<file path="config.mk">
export PLATFORM = sky130hd
export DESIGN_NAME = qracc_actbuf_arbiter
export DESIGN_NICKNAME = d
export VERILOG_FILES = /design/src/rtl/qracc_actbuf_arbiter.sv
export SDC_FILE = /design/constraint.sdc
export NUM_CORES = 1
export LEC_CHECK = 0
export CORE_AREA = 2 2 329 331
export CTS_BUF_LIST = sky130_fd_sc_hd__clkbuf_2 sky130_fd_sc_hd__clkbuf_4 sky130_fd_sc_hd__clkbuf_8
export CTS_CLUSTER_SIZE = 10
export DETAILED_ROUTE_END_ITERATION = 8
export DIE_AREA = 0 0 331 333
export PLACE_DENSITY_LB_ADDON = 0.25
export SLEW_MARGIN = 10
export SYNTH_ARGS = -nofsm -noshare
export SYNTH_HDL_FRONTEND = slang
export SYNTH_SLANG_ARGS = --single-unit
</file>
<file path="constraint.sdc">
create_clock -name clk -period 4.95 [get_ports clk]
set_input_delay 0.7425 -clock clk [delete_from_list [all_inputs] [get_ports clk]]
set_output_delay 0.7425 -clock clk [all_outputs]
set_load 0.005 [all_outputs]
</file>
<file path="src/rtl/qracc_actbuf_arbiter.sv">
// Two-requester arbiter in front of the activation-buffer SRAM: int has priority,
// ext is forced a grant after STARVE_LIMIT consecutive lost cycles.
module qracc_actbuf_arbiter #(
    parameter int ADDR_W       = 16,
    parameter int DATA_W       = 128,
    parameter int STARVE_LIMIT = 4
) (
    input  logic              clk,
    input  logic              nrst,
    input  logic              clear_i,
    input  logic              ext_only_i,

    input  logic              ext_valid_i,
    output logic              ext_ready_o,
    input  logic              ext_wen_i,
    input  logic [ADDR_W-1:0] ext_addr_i,
    input  logic [DATA_W-1:0] ext_wdata_i,
    output logic [DATA_W-1:0] ext_rdata_o,
    output logic              ext_rvalid_o,

    input  logic              int_valid_i,
    output logic              int_ready_o,
    input  logic              int_wen_i,
    input  logic [ADDR_W-1:0] int_addr_i,
    input  logic [DATA_W-1:0] int_wdata_i,
    output logic [DATA_W-1:0] int_rdata_o,
    output logic              int_rvalid_o,

    output logic              mem_en_o,
    output logic              mem_wen_o,
    output logic [ADDR_W-1:0] mem_addr_o,
    output logic [DATA_W-1:0] mem_wdata_o,
    input  logic [DATA_W-1:0] mem_rdata_i,

    output logic [15:0]       conflict_cnt_o,
    output logic              state_o
);

    // Handshake: a transfer happens in a cycle where valid && ready; ready is
    // only ever raised towards a requester whose valid is already high, so a
    // grant and a handshake are the same event.

    typedef enum logic {
        S_INT_PRIO   = 1'b0,
        S_EXT_FORCED = 1'b1
    } state_t;

    localparam logic [3:0] LIMIT = 4'(STARVE_LIMIT);

    state_t      state_q, state_d;
    logic [3:0]  starve_q, starve_d;
    logic        tag_valid_q, tag_valid_d;
    logic        tag_ext_q, tag_ext_d;
    logic [15:0] conflict_q, conflict_d;
    logic        gnt_ext, gnt_int;

    always_comb begin
        gnt_ext = 1'b0;
        gnt_int = 1'b0;
        if (!nrst && !clear_i) begin
            if (state_q == S_EXT_FORCED && ext_valid_i) begin
                gnt_ext = 1'b1;
            end else if (int_valid_i && !ext_only_i) begin
                gnt_int = 1'b1;
            end else if (ext_valid_i) begin
                gnt_ext = 1'b1;
            end
        end
    end

    assign ext_ready_o = gnt_ext;
    assign int_ready_o = gnt_int;

    always_comb begin
        mem_en_o    = gnt_ext | gnt_int;
        mem_wen_o   = 1'b0;
        mem_addr_o  = '0;
        mem_wdata_o = '0;
        if (gnt_ext) begin
            mem_wen_o   = ext_wen_i;
            mem_addr_o  = ext_addr_i;
            mem_wdata_o = ext_wdata_i;
        end else if (gnt_int) begin
            mem_wen_o   = int_wen_i;
            mem_addr_o  = int_addr_i;
            mem_wdata_o = int_wdata_i;
        end
    end

    always_comb begin
        starve_d    = 4'd0;
        state_d     = state_q;
        tag_valid_d = mem_en_o && !mem_wen_o;
        tag_ext_d   = gnt_ext;
        conflict_d  = conflict_q;

        if (ext_valid_i && !gnt_ext) begin
            starve_d = (starve_q == 4'hF) ? starve_q : starve_q + 4'd1;
        end

        case (state_q)
            S_INT_PRIO:   if (starve_d == LIMIT) state_d = S_EXT_FORCED;
            S_EXT_FORCED: if (gnt_ext || !ext_valid_i) state_d = S_INT_PRIO;
            default:      state_d = S_INT_PRIO;
        endcase

        if (ext_valid_i && int_valid_i && conflict_q != 16'hFFFF) begin
            conflict_d = conflict_q + 16'd1;
        end

        if (clear_i) begin
            starve_d    = 4'd0;
            state_d     = S_INT_PRIO;
            tag_valid_d = 1'b0;
            tag_ext_d   = 1'b0;
            conflict_d  = 16'd0;
        end
    end

    always_ff @(posedge clk or posedge nrst) begin
        if (nrst) begin
            state_q     <= S_INT_PRIO;
            starve_q    <= 4'd0;
            tag_valid_q <= 1'b0;
            tag_ext_q   <= 1'b0;
            conflict_q  <= 16'd0;
        end else begin
            state_q     <= state_d;
            starve_q    <= starve_d;
            tag_valid_q <= tag_valid_d;
            tag_ext_q   <= tag_ext_d;
            conflict_q  <= conflict_d;
        end
    end

    // The SRAM presents read data one cycle after the enable; steer it by the tag.
    assign ext_rvalid_o   = tag_valid_q && tag_ext_q;
    assign int_rvalid_o   = tag_valid_q && !tag_ext_q;
    assign ext_rdata_o    = ext_rvalid_o ? mem_rdata_i : '0;
    assign int_rdata_o    = int_rvalid_o ? mem_rdata_i : '0;
    assign conflict_cnt_o = conflict_q;
    assign state_o        = state_q;

endmodule

</file>
# After elaboration in Yosys (flattened, before gate mapping)
# Index checks and enable logic that the tools add are counted.
# Widths: inputs -> output; s select.
[totals]
rom_bits = 0
memories = 0
elab_cells = 56
ram_bits = 0
register_bits = 23
latchBits = 0
in_bits = 424
[op_classes]
n_eq_ne = 3
n_bitwise = 2
div = 0
n_addsub = 2
mux = 26
multipliers = 0
order_cmp = 0
n_reduce_logical = 18
shifts = 0
[op_table]
columns = ["cell", "count"]
rows = [
  ["$mux 128", 4],
  ["$mux 16", 4],
  ["$add 16x1->16 const B", 1],
  ["$ne 16x16->1 const B", 1],
  ["$mux 1", 14],
  ["$mux 4", 3],
  ["$logic_and 1x1->1", 9],
  ["$logic_not 1->1", 7],
  ["$add 4x1->4 const B", 1],
  ["$eq 4x3->1 const B", 1],
  ["$eq 4x4->1 const B", 1],
  ["$pmux 1 s2", 1],
  ["$reduce_bool 2->1", 1],
  ["$logic_or 1x1->1", 1],
  ["$not 1->1", 1],
  ["$or 1x1->1", 1],
]

# Logic depth before layout (Yosys ltp)
# Gate-level depths: netlist of run 1.
[depth]
depth_word = 12
ltp_mapped = 6
mapped_depth_nobuf = 5

# Least setup slack after synthesis of run 1
# Ideal clock, no wire load.
[synth_path]
path_kind = "input port to output port"
start = "input port ext_only_i"
end = "output port mem_addr_o[0]"
path_buffers = 2
stages = 5
t_required_ns = 4.208
setup_slack_ns = 2.203
arrival_time_ns = 2.005
path_cell_list = "nand2b_1 a2111oi_0 clkbuf_1 buf_2 a22o_1"
[synth_between]
elab_chain_len = 7
word_cells_on_any_way = 10
cone_classes = "mux (8); reduce/logical (2)"
[synth_lines]
columns = ["element", "line_no", "source"]
rows = [
  ["start: declaration", "11", "input logic ext_only_i,"],
  ["$logic_not 1->1 *", "63", "end else if (int_valid_i && !ext_only_i) begin"],
  ["$logic_and 1x1->1 *", "63", ""],
  ["$mux 1", "63", ""],
  ["$mux 1", "61", "if (state_q == S_EXT_FORCED && ext_valid_i) begin"],
  ["$mux 1", "60", "if (!nrst && !clear_i) begin"],
  ["$mux 16", "83", "end else if (gnt_int) begin"],
  ["$mux 16 *", "79", "if (gnt_ext) begin"],
  ["end: declaration", "31", "output logic [ADDR_W-1:0] mem_addr_o,"],
]
# Every way passes the cells marked *; elsewhere a longest branch is shown, timed or not.

# Worst setup path in the final report of run 1
[layout_path]
start = "input port nrst"
end = "output port mem_wdata_o[105]"
[layout_between]
elab_chain_len = 5
word_cells_on_any_way = 6
cone_classes = "mux (4); reduce/logical (2)"
[layout_lines]
columns = ["element", "line_no", "source"]
rows = [
  ["start: declaration", "9", "input logic nrst,"],
  ["$logic_not 1->1 (no source line) *", "n/a", ""],
  ["$logic_and 1x1->1 *", "60", ""],
  ["$mux 1", "60", ""],
  ["$mux 128", "83", ""],
  ["$mux 128 *", "79", ""],
  ["end: declaration", "32", "output logic [DATA_W-1:0] mem_wdata_o,"],
]
# Marks and branches as above.

==> results of run 1 <==
[metal layers]
layer / vias to the layer above / wire (µm)
met4: 48 / 408
met3: 94 / 6710
li1: 3881 / -
met5: - / 313
met1: 4142 / 29400
met2: 567 / 37200
[critical path: cells and delay by family]
| family | cells | cell delay (ps) |
|---|---|---|
| AO/OA/AOI/OAI | 2 | 990 |
| buffers and inverters | 3 | 1490 |
| AND/OR/NAND/NOR | 1 | 300 |
[sequential cells by signal, summed over array words and instances (netlist names)]
name            count
conflict_cnt_o     16
tag_ext_q           1
tag_valid_q         1
starve_q            4
state_o             1
[placed cells by master (no fill, tap or decap), drive strengths merged, types with 4 or more instances in the layout]
| cell | instances |
|---|---|
| a21oi | 10 |
| a22o | 145 |
| and2 | 129 |
| and3 | 129 |
| buf | 34 |
| clkdlybuf4s50 | 826 |
| dfrtp | 23 |
| diode | 9 |
| inv | 8 |
| nand2 | 7 |
| nand3 | 7 |
| nand4 | 4 |
| nor2 | 12 |
| nor2b | 4 |
| nor3 | 5 |
| o21ai | 7 |
| o31ai | 4 |
| or3 | 5 |
| or4 | 5 |
[power breakdown]
part | internal (W) | total, W | switching (W)
sequential | 0.000190 | 0.000200 | 0.0000100
clock | 0.0000569 | 0.000135 | 0.0000783
combinational | 0.000506 | 0.000799 | 0.000293
[cells by family after synthesis]
kind of cell    synth area share [%]
compound gates                  33.6
xor+xnor                       0.197
fa+ha+maj                      0.562
buf+inv                         7.67
flops                           12.9
mux                             1.21
simple gates                    43.9
[per-stage QoR]
stage / utilization [%] / total power [W] / cell area, µm² / setup slack (ps) / std cells
floorplan: - / 0.000342 / 4460 / 2200 / 614
global placement: 13.7 / 0.00101 / 14600 / 509 / 2798
detailed placement: 13.7 / 0.00102 / 14600 / 656 / 2799
CTS: 13.8 / 0.00116 / 14700 / 654 / 2803
global route: 13.8 / 0.00120 / 14700 / 460 / 2803
finish: 13.8 / 0.00113 / 14700 / 615 / 2812
[worst max path at each step]
stage	endpoint
after floorplan	mem_addr_o[0]
after detailed placement	mem_wdata_o[3]
after global routing	mem_wdata_o[3]
after global placement	mem_en_o
final	mem_wdata_o[105]
after CTS	mem_wdata_o[3]
[cell type report]
cell class	instances	share of cell area [%]
Timing Repair Buffer	860	59.2
Inverter	8	0.204
Clock inverter	1	0.0340
Antenna cell	9	0.153
Multi-Input combinational cell	505	24.3
Sequential cell	23	3.97
Tap cell	1403	11.9
Clock buffer	3	0.281
==> reports/metrics.yaml, run 1 <==
drv_slew: 0
async_flop_share_pct: 100
cts_buffer_depth: 2
cp.arrival_ps: 3590
core_area_um2: 107000
whs_ps: 573
outcome: "complete, no violations"
hold_path_depth: 1
hold_start: "starve_q[3]"
fp.dieH_um: 333
reg2reg_from: "conflict_cnt_o[0]"
synthTopCellsByCount: "a22o_1, and2_1, and3_1"
rrSetupSlack_ps: 2280
finalSetupViolations: 0
post-route-min-period_ps: 4330
max-slew-margin-rel_pct: 29.0
fin_setup_tns_ps: 0
drive_gt1_share_pct: 3.79
netlist_top_cells_area: "a22o_1, and2_1, and3_1"
grt_pass1_vias: 8713
ir_drop_mv: 0.0812
crit_chain: "clkdlybuf4s50_1 > nor2_1 > o211a_4 > buf_12 > a22o_1 > clkdlybuf4s50_1"
hold_path.class: "flop to flop"
multi_input_area_um2: 3570
fp.dieW_um: 331
io_buffers: 846
finalHoldViolations: 0
maxCapViolCount: 0
cp_slowest_stage_delay_ps: 670
fmax_mhz: 231
routed_wirelength_um: 74000
worstSetupPathType: "input pin to output pin"
ys.warnings.count: 0
grt_pass1_wl_um: 92600
worst-path-max-fanout: 48
clock_skew_ps: 6.02
synth_ff_type: "dfrtp_1"
yosysMostFrequentCell: "a22o_1"
gp_congestion: 0.918
h-tree-depth: 1
seqCellArea_um2: 583
crit_path_start_kind: "input pin"
grt_max_degree: 130
via_per_inst: 3.11
cts_tree: "yes"
synth_top_area_share_pct: 28.5
hold_buffers: 0
wl_per_cell_um: 26.3
powerDensity_nw_per_um2: 77.2
fin_crit_sh_pct: 87.6
critPathMostFrequentCell: "clkdlybuf4s50_1"
start_util_pct: 4.18
overflow: 0
cts_buffers: 3
synth.avg_cell_area_um2: 7.26
min_to: "starve_q[3]"
crit_slowest_cell: "o211a_4"
worst_ep_required_time_ps: 4210
yosys.cell_types.count: 41
final_net_count: 1827
synthCells: 614
grtUsageMet1_pct: 15.0
dp_hpwl_um: 68500
clk_latency_ps: 290
netlist_area_um2: 4460
worst_pin_slew_ps: 1060
met2_usage_pct: 23.1
syn_nets: 1040
synth_largest_area_cell: "a22o_1"
p_leak_nw: 5.46
drc: 0
post-cts-setup-buffers: 0
vias: 8732
ant_nets: 0
synth_seq_cells: 23
fillCellCount: 12200
crit_start: "nrst"
grt_usage_pct: 12.7
ctsResizeCount: 0
synth-edff-count: 0
io_pins: 847
ff2ff_path_depth: 5
cp-end-kind: "output pin"
synth_seq_area_share_pct: 12.9
antenna_found_initial: 54
rsz0062_at_grt: "no"
dr.pass1.iters: 5
cts_root_buf: "clkbuf_8"
area_growth_pct: 230
cts.sinks: 23
die_area_um2: 110000
r2r-end: "conflict_cnt_o[7]"
grtUsageMet3_pct: 4.41
grt_most_used_layer: "met2"
core.rowCount: 120
clk_transition_reported_paths_ps: 100
initialDrtViolationCount: 540
Power figures use the tool's default switching activity.
==> inputs of run 2 (changes only) <==
==> constraint.sdc (replaced) <==
create_clock -name clk -period 5.3 [get_ports clk]
set_input_delay 0.795 -clock clk [delete_from_list [all_inputs] [get_ports clk]]
set_output_delay 0.795 -clock clk [all_outputs]
set_load 0.005 [all_outputs]
==> reports/metrics.yaml, run 2 (synthesis gave the netlist of run 1 again) <==
gp_congestion: 0.906
grt_max_degree: 130
worstSetupPathType: "input pin to output pin"
final_common_cell: "clkdlybuf4s50_1"
fin_area_um2: 14600
ir_drop_mv: 0.0751
drv_slew: 0
finalSetupViolations: 0
dp_hpwl_um: 71000
worst_ep_required_time_ps: 4510
wl_met1_um: 30700
cp.arrival_ps: 3590
ctsResizeCount: 0
clock_skew_ps: 13.8
fp.dieW_um: 331
largest_reg_flops: 16
drc: 0
worst-path-max-fanout: 35
ant_nets: 0
routed_wirelength_um: 77400
wl_met3_um: 6590
rsz0062_at_grt: "no"
io_pins: 847
overflow: 0
initialDrtViolationCount: 497
place_area_um2: 14500
antenna_found_initial: 58
final_net_count: 1823
worst_pin_slew_ps: 1050
maxCapViolCount: 0
final_cell_mix: "clkdlybuf4s50_1, a22o_1, and3_1, and2_1, dfrtp_1"
cts_tree: "yes"
grt_pass1_vias: 8755
min_to: "conflict_cnt_o[8]"
core.rowCount: 120
die_area_um2: 110000
fin_crit_sh_pct: 82.7
clk_latency_ps: 300
area_growth_pct: 228
crit_path_start_kind: "input pin"
hold_path.class: "flop to flop"
rrSetupSlack_ps: 2590
post-route-min-period_ps: 4380
via_per_inst: 3.12
cts_buffers: 3
hold_buffers: 0
wl_per_cell_um: 27.6
fin_setup_tns_ps: 0
vias: 8763
start_util_pct: 4.18
cts.sinks: 23
clk_transition_reported_paths_ps: 90
fp.dieH_um: 333
hold_path_depth: 2
h-tree-depth: 1
grt_usage_pct: 13.3
fmax_mhz: 228
dr.pass1.iters: 5
cp-end-kind: "output pin"
dp.cells: 2795
grt_pass1_wl_um: 96100
hold_start: "conflict_cnt_o[8]"
core_area_um2: 107000
p_leak_nw: 5.40
drive_gt1_share_pct: 2.87
powerDensity_nw_per_um2: 73.3
stdcell_count: 2807
wl_met2_um: 39200
fillCellCount: 12200
dr.max_layer_used: "met5"
cts_root_buf: "clkbuf_8"
cts_buffer_depth: 2
reg2reg_from: "conflict_cnt_o[0]"
post-cts-setup-buffers: 0
outcome: "complete, no violations"
io_buffers: 846
finalHoldViolations: 0
max-slew-margin-rel_pct: 29.4
utilization_pct: 13.7
r2r-end: "conflict_cnt_o[7]"
ff2ff_path_depth: 5
-- run 2: changes by cell type in the layout (fill, tap and decap cells not counted), sizes merged --
cell / delta
buf: -13
clkdlybuf4s50: +9
diode: -1
-- run 2: metal layers --
metal	vias to the layer above	global-route usage [%]
li1	3872	-
met5	-	0
met1	4152	15.5
met4	50	0.508
met2	582	24.4
met3	107	4.28
-- run 2: power breakdown --
group          switching [W]  internal [W]  leakage, nW
clock              0.0000741     0.0000532       0.0255
sequential        0.00000896      0.000178        0.315
combinational       0.000289      0.000467         5.06
-- run 2: worst max-delay path, cell delays in order --
cell             delay (ps)
clkdlybuf4s50_1         550
nand2b_1                160
a2111oi_2               540
buf_4                   390
buf_4                   410
a22o_1                  210
clkdlybuf4s50_1         510
-- run 2: worst max path at each step --
stage	slack, ps	from	endpoint
after floorplan	2450	ext_only_i	mem_addr_o[0]
after global placement	900	clear_i	mem_en_o
after detailed placement	910	clear_i	mem_en_o
after CTS	920	clear_i	mem_en_o
after global routing	770	int_valid_i	mem_wdata_o[67]
final	920	int_valid_i	mem_wdata_o[63]
-- run 2: stage by stage --
stage,hold WS [ps],setup WS [ps],total power (W)
6_report,585,919,0.00107
5_1_grt,623,769,0.00113
4_1_cts,569,915,0.00109
3_5_place_dp,550,914,0.000960
3_3_place_gp,520,897,0.000960
2_1_floorplan,503,2450,0.000320
-- run 2: final cells by class --
type	instances	area [µm²]	share of cell area, %
Timing Repair Buffer	856	8600	58.9
Multi-Input combinational cell	505	3570	24.4
Tap cell	1403	1760	12.0
Sequential cell	23	583	3.99
Clock buffer	3	41.3	0.283
Inverter	8	30.0	0.206
Antenna cell	8	20.0	0.137
Clock inverter	1	5.00	0.0343
